## src/rtl/hazard_scheduler.sv

```systemverilog
// Sequencing controller for the 5-stage MIPS pipeline: tracks in-flight register
// writes, stalls on RAW/load-use hazards and flushes on jumps and taken branches.
module hazard_scheduler #(
   parameter bit FORWARDING = 1'b1,
   parameter int CNT_W      = 16
) (
   input  logic             clk,
   input  logic             reset,
   input  logic             id_valid,
   input  logic [5:0]       id_opcode,
   input  logic [4:0]       id_rs,
   input  logic [4:0]       id_rt,
   input  logic [4:0]       id_rd,
   input  logic             ex_branch_taken,
   input  logic             mem_busy,
   output logic             pc_en,
   output logic             ifid_en,
   output logic             ifid_flush,
   output logic             idex_bubble,
   output logic             exmem_en,
   output logic             memwb_en,
   output logic [CNT_W-1:0] stall_cnt,
   output logic [CNT_W-1:0] flush_cnt
);

   localparam logic [5:0] OP_RTYPE = 6'b000000;
   localparam logic [5:0] OP_LW    = 6'b100011;
   localparam logic [5:0] OP_SW    = 6'b101011;
   localparam logic [5:0] OP_BEQ   = 6'b000100;
   localparam logic [5:0] OP_J     = 6'b000010;
   localparam logic [5:0] OP_JAL   = 6'b000011;
   localparam logic [5:0] OP_ADDI  = 6'b001000;
   localparam logic [5:0] OP_ORI   = 6'b001101;

   typedef struct packed {
      logic       valid;
      logic [4:0] dest;
      logic       is_load;
   } slot_t;

   logic             use_rs, use_rt, is_load, is_jump;
   logic [4:0]       dest;
   slot_t            ex_q, ex_d;
   logic             mem_valid_q;
   logic [4:0]       mem_dest_q;
   logic             ex_hit, mem_hit, hazard, stall, jump;
   logic [CNT_W-1:0] stall_cnt_q, stall_cnt_d;
   logic [CNT_W-1:0] flush_cnt_q, flush_cnt_d;

   // NOTE: every combinational output gets a default first, so no path can infer a latch.
   always_comb begin
      use_rs  = 1'b0;
      use_rt  = 1'b0;
      is_load = 1'b0;
      is_jump = 1'b0;
      dest    = 5'd0;
      case (id_opcode)
         OP_RTYPE: begin
            use_rs = 1'b1;
            use_rt = 1'b1;
            dest   = id_rd;
         end
         OP_LW: begin
            use_rs  = 1'b1;
            dest    = id_rt;
            is_load = 1'b1;
         end
         OP_SW, OP_BEQ: begin
            use_rs = 1'b1;
            use_rt = 1'b1;
         end
         OP_J:   is_jump = 1'b1;
         OP_JAL: begin
            is_jump = 1'b1;
            dest    = 5'd31;
         end
         OP_ADDI, OP_ORI: begin
            use_rs = 1'b1;
            dest   = id_rt;
         end
         default: ;
      endcase
   end

   // The WB write lands in the first half-cycle, so only EX and MEM need tracking.
   assign ex_hit  = ex_q.valid && (ex_q.dest != 5'd0) &&
                    ((use_rs && (ex_q.dest == id_rs)) || (use_rt && (ex_q.dest == id_rt)));
   assign mem_hit = mem_valid_q && (mem_dest_q != 5'd0) &&
                    ((use_rs && (mem_dest_q == id_rs)) || (use_rt && (mem_dest_q == id_rt)));
   assign hazard  = FORWARDING ? (ex_hit && ex_q.is_load) : (ex_hit || mem_hit);
   assign stall   = id_valid && hazard && !ex_branch_taken;
   assign jump    = id_valid && is_jump;

   always_comb begin
      pc_en       = 1'b1;
      ifid_en     = 1'b1;
      exmem_en    = 1'b1;
      memwb_en    = 1'b1;
      ifid_flush  = 1'b0;
      idex_bubble = 1'b0;
      if (reset) begin
         pc_en       = 1'b0;
         ifid_en     = 1'b0;
         exmem_en    = 1'b0;
         memwb_en    = 1'b0;
         ifid_flush  = 1'b1;
         idex_bubble = 1'b1;
      end else if (mem_busy) begin
         pc_en    = 1'b0;
         ifid_en  = 1'b0;
         exmem_en = 1'b0;
         memwb_en = 1'b0;
      end else if (ex_branch_taken) begin
         ifid_flush  = 1'b1;
         idex_bubble = 1'b1;
      end else if (stall) begin
         pc_en       = 1'b0;
         ifid_en     = 1'b0;
         idex_bubble = 1'b1;
      end else if (jump) begin
         ifid_flush = 1'b1;
      end
   end

   always_comb begin
      stall_cnt_d = stall_cnt_q;
      flush_cnt_d = flush_cnt_q;
      ex_d        = '{valid: id_valid, dest: dest, is_load: is_load};
      if (ex_branch_taken || stall) ex_d = '0;
      if (ex_branch_taken || (!stall && jump)) begin
         if (flush_cnt_q != '1) flush_cnt_d = flush_cnt_q + CNT_W'(1);
      end else if (stall) begin
         if (stall_cnt_q != '1) stall_cnt_d = stall_cnt_q + CNT_W'(1);
      end
   end

   // NOTE: state registers use non-blocking assignments so all slots shift on the same edge.
   always_ff @(posedge clk or posedge reset) begin
      if (reset) begin
         ex_q        <= '0;
         mem_valid_q <= 1'b0;
         mem_dest_q  <= 5'd0;
         stall_cnt_q <= '0;
         flush_cnt_q <= '0;
      end else if (!mem_busy) begin
         ex_q        <= ex_d;
         mem_valid_q <= ex_q.valid;
         mem_dest_q  <= ex_q.dest;
         stall_cnt_q <= stall_cnt_d;
         flush_cnt_q <= flush_cnt_d;
      end
   end

   assign stall_cnt = stall_cnt_q;
   assign flush_cnt = flush_cnt_q;

endmodule

```

## config.mk

```make
export PLATFORM = sky130hd
export DESIGN_NAME = hazard_scheduler
export DESIGN_NICKNAME = d
export VERILOG_FILES = /design/src/rtl/hazard_scheduler.sv
export SDC_FILE = /design/constraint.sdc
export NUM_CORES = 1
export LEC_CHECK = 0
export CAP_MARGIN = 10
export CORE_ASPECT_RATIO = 0.8
export CORE_MARGIN = 4
export CORE_UTILIZATION = 47
export DETAILED_ROUTE_END_ITERATION = 10
export HOLD_SLACK_MARGIN = 0.15
export PLACE_DENSITY_LB_ADDON = 0.15
export SYNTH_ARGS = -nofsm -noshare
export SYNTH_HDL_FRONTEND = slang
export SYNTH_SLANG_ARGS = --single-unit
```

## constraint.sdc

```tcl
create_clock -name clk -period 2.9 [get_ports clk]
set_clock_uncertainty 0.2 [all_clocks]
set_input_delay 0.29 -clock clk [delete_from_list [all_inputs] [get_ports clk]]
set_output_delay 0.29 -clock clk [all_outputs]
set_load 0.01 [all_outputs]
```

; Word-level counts from Yosys, hierarchy flattened
; Cells that the tools add are included.
[word_totals]
ff_bits = 39
input_bits = 26
elab_cells = 63
[classes]
addsub = 2
n_eq_ne = 11
n_mux = 21
n_bitwise = 2
n_reduce_logical = 22
[ops]
columns = operator, n
row1 = 16-bit by 1-bit adder with 16-bit output (second input constant), 2
row2 = 16-bit inequality test (second input constant), 2
row3 = 1-bit two-way mux, 19
row4 = 5-bit one-hot mux with 3 select lines, 1
row5 = 6-bit by 2-bit == test with 1-bit output (second input constant), 2
row6 = 6-bit by 4-bit == test with 1-bit output (second input constant), 2
row7 = 6-bit == test (second input constant), 2
row8 = 5-bit == test, 2
row9 = 1-bit logical AND, 9
row10 = 7-bit two-way mux, 1
row11 = 6-bit by 3-bit == test with 1-bit output (second input constant), 1
row12 = 6-bit logical NOT, 1
row13 = 3-bit OR reduction, 2
row14 = 6-bit OR reduction, 1
row15 = 5-bit nonzero test, 1
row16 = 4-bit AND reduction, 1
row17 = 1-bit logical OR, 3
row18 = 3-bit AND reduction, 1
row19 = 1-bit logical NOT, 2
row20 = 1-bit inverter, 2
row21 = 2-bit OR reduction, 1

; Longest topological paths before layout
[depth]
word_depth = 14
depth_mapped = 8
depth_no_buf = 7

; Least setup slack after synthesis
; OpenSTA, ideal clock, no wires.
[synth_path]
path_type = in2out
startpoint = input id_opcode[1]
endpoint = output pc_en
t_arrival_ns = 1.924
slack_ns = 0.486
stages = 8
path_buffers = 3
path_cell_list = clkbuf_1 -> and4b_1 -> a21oi_1 -> nor4_1 -> o21ai_1 -> clkbuf_1 -> o21a_1 -> buf_4
[synth_via]
elab_chain_cells = 13
[synth_rtl]
columns = item, line_no
row1 = start: declaration, 10  ; input logic [5:0] id_opcode,
row2 = "6-bit by 4-bit == test with 1-bit output, or another cell as far along", 57  ; case (id_opcode)
row3 = 6-bit OR reduction (no line) / 3-bit OR reduction (equally long branches), --
row4 = 1-bit two-way mux, 57
row5 = 1-bit logical AND, 87  ; ((use_rs && (ex_q.dest == id_rs)) || (use_rt && (ex_q.dest == id_rt)));
row6 = 1-bit logical OR (*), 87
row7 = 1-bit logical AND (*), 86  ; assign ex_hit = ex_q.valid && (ex_q.dest != 5'd0) &&
row8 = 1-bit logical AND (*), 90  ; assign hazard = FORWARDING ? (ex_hit && ex_q.is_load) : (ex_hit || mem_hit);
row9 = 1-bit logical AND (*) (2 in series), 91  ; assign stall = id_valid && hazard && !ex_branch_taken;
row10 = 1-bit two-way mux (*) (4 in series), --
row11 = end: declaration, 16  ; output logic pc_en,
; Mark *: on every way between the ends. The rest lies on a longest branch, timed or not.

; Final worst setup path
[layout_path]
startpoint = input id_opcode[3]
endpoint = output idex_bubble
[layout_via]
elab_chain_cells = 13
[layout_rtl]
columns = item, line_no
row1 = "6-bit by 4-bit == test with 1-bit output, or another cell as far along", 57
row2 = 6-bit OR reduction (no line) / 3-bit OR reduction (equally long branches), --
row3 = 1-bit two-way mux, 57
row4 = 1-bit logical AND, 87
row5 = 1-bit logical OR (*), 87
row6 = 1-bit logical AND (*), 86
row7 = 1-bit logical AND (*), 90
row8 = 1-bit logical AND (*) (2 in series), 91
row9 = 1-bit two-way mux (*), 116  ; end else if (stall) begin
row10 = 1-bit two-way mux (*), 113  ; end else if (ex_branch_taken) begin
row11 = 1-bit two-way mux (*), 108  ; end else if (mem_busy) begin
row12 = 1-bit two-way mux (*), 101  ; if (reset) begin
row13 = end: declaration, 19  ; output logic idex_bubble,
; Marked as above.

==> impl_metrics.csv <==
group,metric,value,unit
status,status,"completed",
yosys,synth_top_family_by_area,"simple AND/OR/NAND/NOR gates",
clocking,cts.sinks,39,
placed_design,placed_cells_incl_taps,352,
setup_path,required,2410,ps
cells_and_area,final_util,70.9,%
cells_and_area,antenna_cells,0,
pwr,power_leakage,1.32,nW
floorplan,coreArea,4280,um2
grt,grt.overflow.total,0,
routing,wirelength,5170,um
setup_path,crit_chain,"clkdlybuf4s50_1 > nand2_1 > o311a_1 > nor4b_2 > o21ai_2 > nor2b_1 > o21ai_1 > dlygate4sd2_1",
worst_hold_path,min_path_type,"in -> async",
timing,setup_tns,0,ps
flow_run,maxCapViolCount,0,
placed_design,preCtsSetupSlack,-168,ps
routing,wl_per_cell,14.4,um
setup_path,r2r_setup_slack,580,ps
yosys,ys_ff_latch,39,
setup_path,r2r_start,"ex_q[5]",
routing,drt-initial-drc-count,114,
floorplan,die_h,68.4,um
pwr,powerDensity,425,nW/um2
routing,antenna_left,0,
timing,worst_pin_slew,342,ps
yosys,synth_edf_count,0,
timing,fmax,0.369,GHz
clocking,clkTransAtPathRegs,80,ps
grt,first_global_vias,1856,
clocking,clock_latency,280,ps
pwr,finalPower,1.29,mW
clocking,cts.path.max_buffers,2,
setup_path,crit_path_end_kind,"primary output",
timing,fin_ws,193,ps
cells_and_area,mostFrequentLayoutCells,"57 x clkdlybuf4s50_1, 39 x dfrtp_1, 30 x nand2_1",
yosys,synth-compound-area-share,9.28,%
cells_and_area,syn_to_final_growth,41.6,%
yosys,synthMuxAreaShare,1.05,%
placed_design,place.gp.congestion,0.790,
cells_and_area,layout-drive-gt1-share,9.90,%
yosys,ys_warn_count,0,
setup_path,ff2ff_path_depth,8,
floorplan,start_util,50.0,%
routing,num_vias,1895,
setup_path,cp.arrival,2220,ps
timing,timing.slew.headroom,77.0,%
setup_path,reg2reg_to,"stall_cnt[1]",
grt,grt_max_degree,26,
clocking,cts-root-buf,"clkbuf_8",
yosys,synthSimpleGateAreaFrac,24.3,%
routing,viasPerCell,5.26,
timing,finalMaxSlewViolations,0,
yosys,synth_xor_area_share,16.3,%
setup_path,critPathKind,"in -> out",
timing,fin_worst_hold_slack,244,ps
yosys,synthAdderAreaFrac,1.17,%
floorplan,fp-row-count,21,
setup_path,startpoint_type,"input port",
placed_design,place_area,2930,um2
setup_path,critical-path-max-stage-delay,530,ps
routing,drc,0,
clocking,cts_tree,"built",
cells_and_area,layout_commonest_cell,"clkdlybuf4s50_1",
yosys,syn_area,2140,um2
timing,min_period,2710,ps
yosys,yosysUniqueCellTypes,38,
floorplan,ios,64,
cells_and_area,final_cells,360,
yosys,yosysSeqAreaShare,45.5,%
floorplan,die_w,83.5,um
timing,rsz0062_at_grt,"no",
yosys,async_reset_ff_share,100,%
timing,post-route-period-util,93.4,%
setup_path,cp_slowest_cell,"clkdlybuf4s50_1",
cells_and_area,design_area,3040,um2
yosys,syn_area_per_cell,9.61,um2
routing,drt_pass1_iterations,4,
yosys,syn_nets,251,
grt,grtUsageTotal,19.0,%
grt,antenna_found_initial,0,
placed_design,numPortBuffers,63,
placed_design,dpl.hpwl,3860,um
grt,grt_pass1_wl,8710,um
floorplan,die_area,5710,um2
cells_and_area,final_nets,330,
pwr,ir_drop,377,uV
cells_and_area,fill_cells,354,
yosys,synth_flop_cell,"dfrtp_1",
setup_path,crit_fanout,4,
timing,setup_viol,0,
clocking,htree_levels,2,
yosys,synth_cells,223,
clocking,cts_buffers,5,
timing,hold_viol,0,
==> layout make-up <==
type | instances | area (um2) | share of cell area [%]
clock inverter | 1 | 5.00 | 0.165
timing repair buffer | 79 | 754 | 24.9
clock buffer | 7 | 76.3 | 2.51
sequential | 39 | 976 | 32.2
inverter | 4 | 15.0 | 0.495
multi-input combinational | 173 | 1140 | 37.5
tap | 57 | 71.3 | 2.35
==> timing repair <==
action / CTS / global route
hold buffers: 0 / 0
setup endpoints to repair: 4 / 3
resized for setup: 5 / 5
setup buffers: 0 / 0
==> worst max-delay path by stage <==
stage	startpoint	endpoint	slack, ps	cells past startpoint
final	id_opcode[3]	idex_bubble	190	8
after global routing	id_opcode[3]	idex_bubble	100	8
after CTS	id_opcode[3]	ifid_en	9	8
after detailed placement	id_opcode[5]	idex_bubble	-170	8
after global placement	id_opcode[1]	idex_bubble	-150	8
after floorplan	id_opcode[1]	pc_en	490	8
==> layer usage <==
| layer | wire length (um) | track usage, % | vias to the layer above |
|---|---|---|---|
| li1 | - | - | 943 |
| met1 | 2590 | 27.9 | 887 |
| met2 | 2210 | 28.1 | 60 |
| met3 | 338 | 5.42 | 5 |
| met4 | 31 | 3.82 | 0 |
| met5 | 0 | 0 | - |
==> Yosys cell counts (all sizes together), types with 5 or more instances <==
cell / instances / area, um2
nand4: 8 / 50.1
a21oi: 15 / 78.8
dfrtp: 39 / 976
xnor2: 22 / 193
nor2: 12 / 45.0
nor4: 6 / 52.6
o21ai: 9 / 45.0
xor2: 18 / 158
nor3: 13 / 65.1
nand3: 11 / 55.1
nand2: 30 / 113
and3: 5 / 31.3
==> registers in the layout (all words and copies together), names as in the netlist <==
signal,flops
stall_cnt,16
flush_cnt,16
ex_q,7
==> kinds of logic after synthesis <==
logic type / count (synthesis)
AND/OR/NAND/NOR: 98
XOR/XNOR: 40
flip-flops: 39
AO/OA/AOI/OAI: 31
buffers and inverters: 11
multiplexers: 2
adder cells (fa/ha/maj): 2
==> worst max-delay path: cells and delay by family <==
| family | cells | cell delay [ps] |
|---|---|---|
| AO/OA/AOI/OAI | 3 | 600 |
| AND/OR/NAND/NOR | 3 | 490 |
| buffers and inverters | 2 | 830 |
==> power breakdown <==
group | switching, mW | internal (mW)
sequential | 0.0581 | 0.586
clock | 0.179 | 0.169
combinational | 0.127 | 0.170
total | 0.365 | 0.925
No activity file was read; power rests on OpenSTA's default activity.
==> edit 1 (same flow settings) <==
Put one more register stage on the output `stall_cnt`, cleared by the reset. The value now appears one clock later. The other outputs are not delayed to match.
--- a/src/rtl/hazard_scheduler.sv
+++ b/src/rtl/hazard_scheduler.sv
@@ -151,7 +151,13 @@
       end
    end
 
-   assign stall_cnt = stall_cnt_q;
+   always_ff @(posedge clk or posedge reset) begin
+      if (reset) begin
+         stall_cnt <= '0;
+      end else begin
+         stall_cnt <= stall_cnt_q;
+      end
+   end
    assign flush_cnt = flush_cnt_q;
 
 endmodule
Check against the original RTL: not equivalent (a bounded check fails within 4 cycles, from zero or initial values and one cycle with reset high).
==> edit 1 against the original RTL <==
  * Total power rose by 19%
  * Setup slack worse by 0.11 ns
  * Core utilization shrank 4.8 points
  * Critical path depth unchanged
  * Routed wire length decreased by 5.6%
  * Die area is 15% higher
  * Sequential share of layout area up 9.1 points
  * Synthesized area is 16% higher
  * Via count is 2.3% lower
  * Cell area rose by 10%
  * Worst hold slack worse by 0.023 ns
  * Sequential cell count is 16 higher
==> edit 1: results <==
{
  "run_status": "complete, no violations",
  "clock-sinks": 55,
  "cp_max_stage_cell": "clkdlybuf4s50_1",
  "grt_use_total": 0.1619,
  "final.clkbuf_count": 6,
  "multi_input_area_sq_um": 1074,
  "synth_top_cells_by_count": "55 x dfrtp_1, 35 x xnor2_1, 20 x nand2_1",
  "r2r_slack_ns": 0.47,
  "grt_pass1_vias": 1800,
  "drt-pass1-iter-count": 4,
  "powerDensity_nw_per_um2": 457.3,
  "final-nonclk-buf-share": 0.2162,
  "post_synth_xor_area_fraction": 0.1439,
  "placed_cells": 348,
  "worst-path-max-fanout": 4,
  "reg2reg_from": "ex_q[3]",
  "synth_seq_area_share": 0.5517,
  "clkCellAreaFrac": 0.02543,
  "gr-usage-met2": 0.2437,
  "initialDrtViolationCount": 61,
  "min_path_type": "flop to flop",
  "synth_compound_area_frac": 0.07924,
  "grt.met3_usage": 0.03837,
  "dpl_cell_area_sq_um": 3246,
  "grt_antenna_before_repair": 0,
  "nNonClkInverters": 2,
  "hpwl_mm": 3.647,
  "cp_data_arrival_time_ns": 2.33,
  "layout.area.seq_sq_um": 1379,
  "nonClockBufferCount": 73,
  "post_drt_via_cell_ratio": 5.199,
  "gp_congestion": 0.8431,
  "final_stage_net_count": 321,
  "cellLeakagePower_nw": 1.423,
  "synth.area.mux_share": 0.009027,
  "grt_max_degree": 56,
  "max_slew_margin": 0.5577,
  "route.vias.total": 1851,
  "wl_met2_mm": 2.161,
  "netlist_top_cells_area": "dfrtp_1 55%, xnor2_1 12%, nand2_1 3.0%",
  "synth_area_in_adders": 0.01003,
  "synthFlopType": "dfrtp_1",
  "layout-drive-gt1-share": 0.1020,
  "peakVddDrop_v": 0.0003942,
  "met1_usage": 0.2366,
  "dr_wl_met3_um": 292,
  "reg2reg_to": "stall_cnt_q[1]",
  "finalCriticalPeriod_ns": 2.821,
  "synth_area_sq_um": 2495,
  "post-place-ws_ns": -0.03065,
  "drt_wl_total_mm": 4.882,
  "post_cts_resized": 1,
  "cts_buffer_depth": 2,
  "grt_pass1_wl_mm": 8.280,
  "netlist_instances": 221,
  "layout.filler_cells": 403,
  "detail_route.wirelength.met1_mm": 2.404,
  "synthesis.nets": 249
}
## edit 1: cell count changes in the layout (fill, tap and decap cells not counted), moves of 8 or more
cell,unedited run,this run
nor3_1,13,1
xnor2_1,22,35
o21ai_1,8,0
o21ai_0,0,9
dfrtp_1,39,53
xor2_1,18,6
nand2_1,30,20
## edit 1: report_power, final
part	total, mW	switching [mW]	leakage (nW)	internal, mW
clock	0.397	0.228	0.0412	0.169
combinational	0.276	0.118	0.633	0.158
sequential	0.857	0.0509	0.749	0.806
## edit 1: worst max path at each step
stage                       from           to  depth (start not counted)
CTS                 id_opcode[5]  idex_bubble                          8
finish              id_opcode[5]      ifid_en                          8
global placement        id_rt[2]  idex_bubble                          8
detailed placement      id_rt[4]  idex_bubble                          8
floorplan                  reset  idex_bubble                          2
global route        id_opcode[2]   ifid_flush                          6
==> edit 2 (same flow settings) <==
Made on the original files. Set the parameter `CNT_W` to 20 (it was 16).
--- a/src/rtl/hazard_scheduler.sv
+++ b/src/rtl/hazard_scheduler.sv
@@ -2,7 +2,7 @@
 // writes, stalls on RAW/load-use hazards and flushes on jumps and taken branches.
 module hazard_scheduler #(
    parameter bit FORWARDING = 1'b1,
-   parameter int CNT_W      = 16
+   parameter int CNT_W      = 20
 ) (
    input  logic             clk,
    input  logic             reset,
Ports: changed (resized flush_cnt and stall_cnt); port bits go from 64 to 72. No check against the original RTL was run, so the function may have changed too.
==> edit 2 against the original RTL <==
  * Core utilization down 4.9 points
  * Highest routed layer unchanged
  * Sequential cell count increased by 8
  * Critical path type unchanged
  * Critical path depth is 2 lower
  * Non-clock buffer count up 1
  * Setup slack improved by 0.058 ns
  * Synthesized area up 23%
  * Die area up 21%
  * Total power up 8.9%
  * Fmax rose by 2.2%
  * Critical endpoint is now ifid_flush
  * Sequential power increased by 16%
  * Cell area is 18% higher
  * Routed wire length up 9.0%
  * Via count up 10%
==> edit 2: results <==
{
  "run_status": "complete, no violations",
  "reg2reg_to": "stall_cnt[4]",
  "synthesis.nets": 280,
  "r2r_slack_ns": 0.44,
  "reg2reg_from": "stall_cnt[0]",
  "gr-usage-met2": 0.2783,
  "dr_wl_met3_um": 290,
  "final_stage_net_count": 362,
  "synth_compound_area_frac": 0.07383,
  "layout-drive-gt1-share": 0.1467,
  "finish.cell_count_without_fillers": 412,
  "initialDrtViolationCount": 84,
  "post_cts_resized": 1,
  "layout.filler_cells": 479,
  "p_seq_mw": 0.749,
  "grt_use_total": 0.1746,
  "synthDistinctLibCells": 51,
  "synth_top_cells_by_count": "47 x dfrtp_1, 28 x xnor2_1, 22 x nand2_1, 22 x nand3_1, 13 x xor2_1",
  "gp_congestion": 0.8373,
  "clock_latency_on_the_worst_skew_pair_ns": 0.30,
  "worst_setup_path_endpoint": "ifid_flush",
  "synth_area_in_adders": 0.009465,
  "drt_wl_total_mm": 5.636,
  "grt_pass1_wl_mm": 9.611,
  "hpwl_mm": 4.404,
  "critical-path-max-stage-delay_ns": 0.57,
  "post_synth_xor_area_fraction": 0.1727,
  "synth_seq_area_share": 0.4449,
  "netlist_instances": 252,
  "grt.met3_usage": 0.04296,
  "netSwitchingPower_mw": 0.3798,
  "wl_met2_mm": 2.630,
  "pwr-share-comb": 0.194,
  "cp_data_arrival_time_ns": 2.16,
  "timing.reg2reg.worst_path_depth": 9,
  "grt_max_degree": 29
}
-- edit 2: cell types whose count changed after synthesis, sizes merged, moves of 3 or more --
cell	change
nor2	+8
nand3	+11
nor3	-3
a21oi	-3
clkbuf	-3
dfrtp	+8
nand2	-8
xnor2	+6
o21ai	+4
-- edit 2: cell type report --
cell class | instances | area, sq um | share of cell area
multi-input combinational | 194 | 1406 | 0.3922
sequential | 47 | 1176 | 0.3280
timing repair buffer | 80 | 800.8 | 0.2233
tap | 78 | 97.59 | 0.02722
clock buffer | 5 | 68.82 | 0.01919
inverter | 6 | 22.52 | 0.006281
clock inverter | 2 | 13.76 | 0.003838
-- edit 2: metrics by stage --
step	TNS [ns]	power, mW	hold slack [ns]	setup WS [ns]
after global routing	0	1.476	0.2506	0.07714
final	0	1.405	0.2298	0.2505
after floorplan	0	0.8705	0.2260	0.7060
after global placement	0	1.032	0.2749	0.02086
after CTS	0	1.424	0.2290	0.008452
after detailed placement	-0.05192	1.041	0.2832	-0.05192
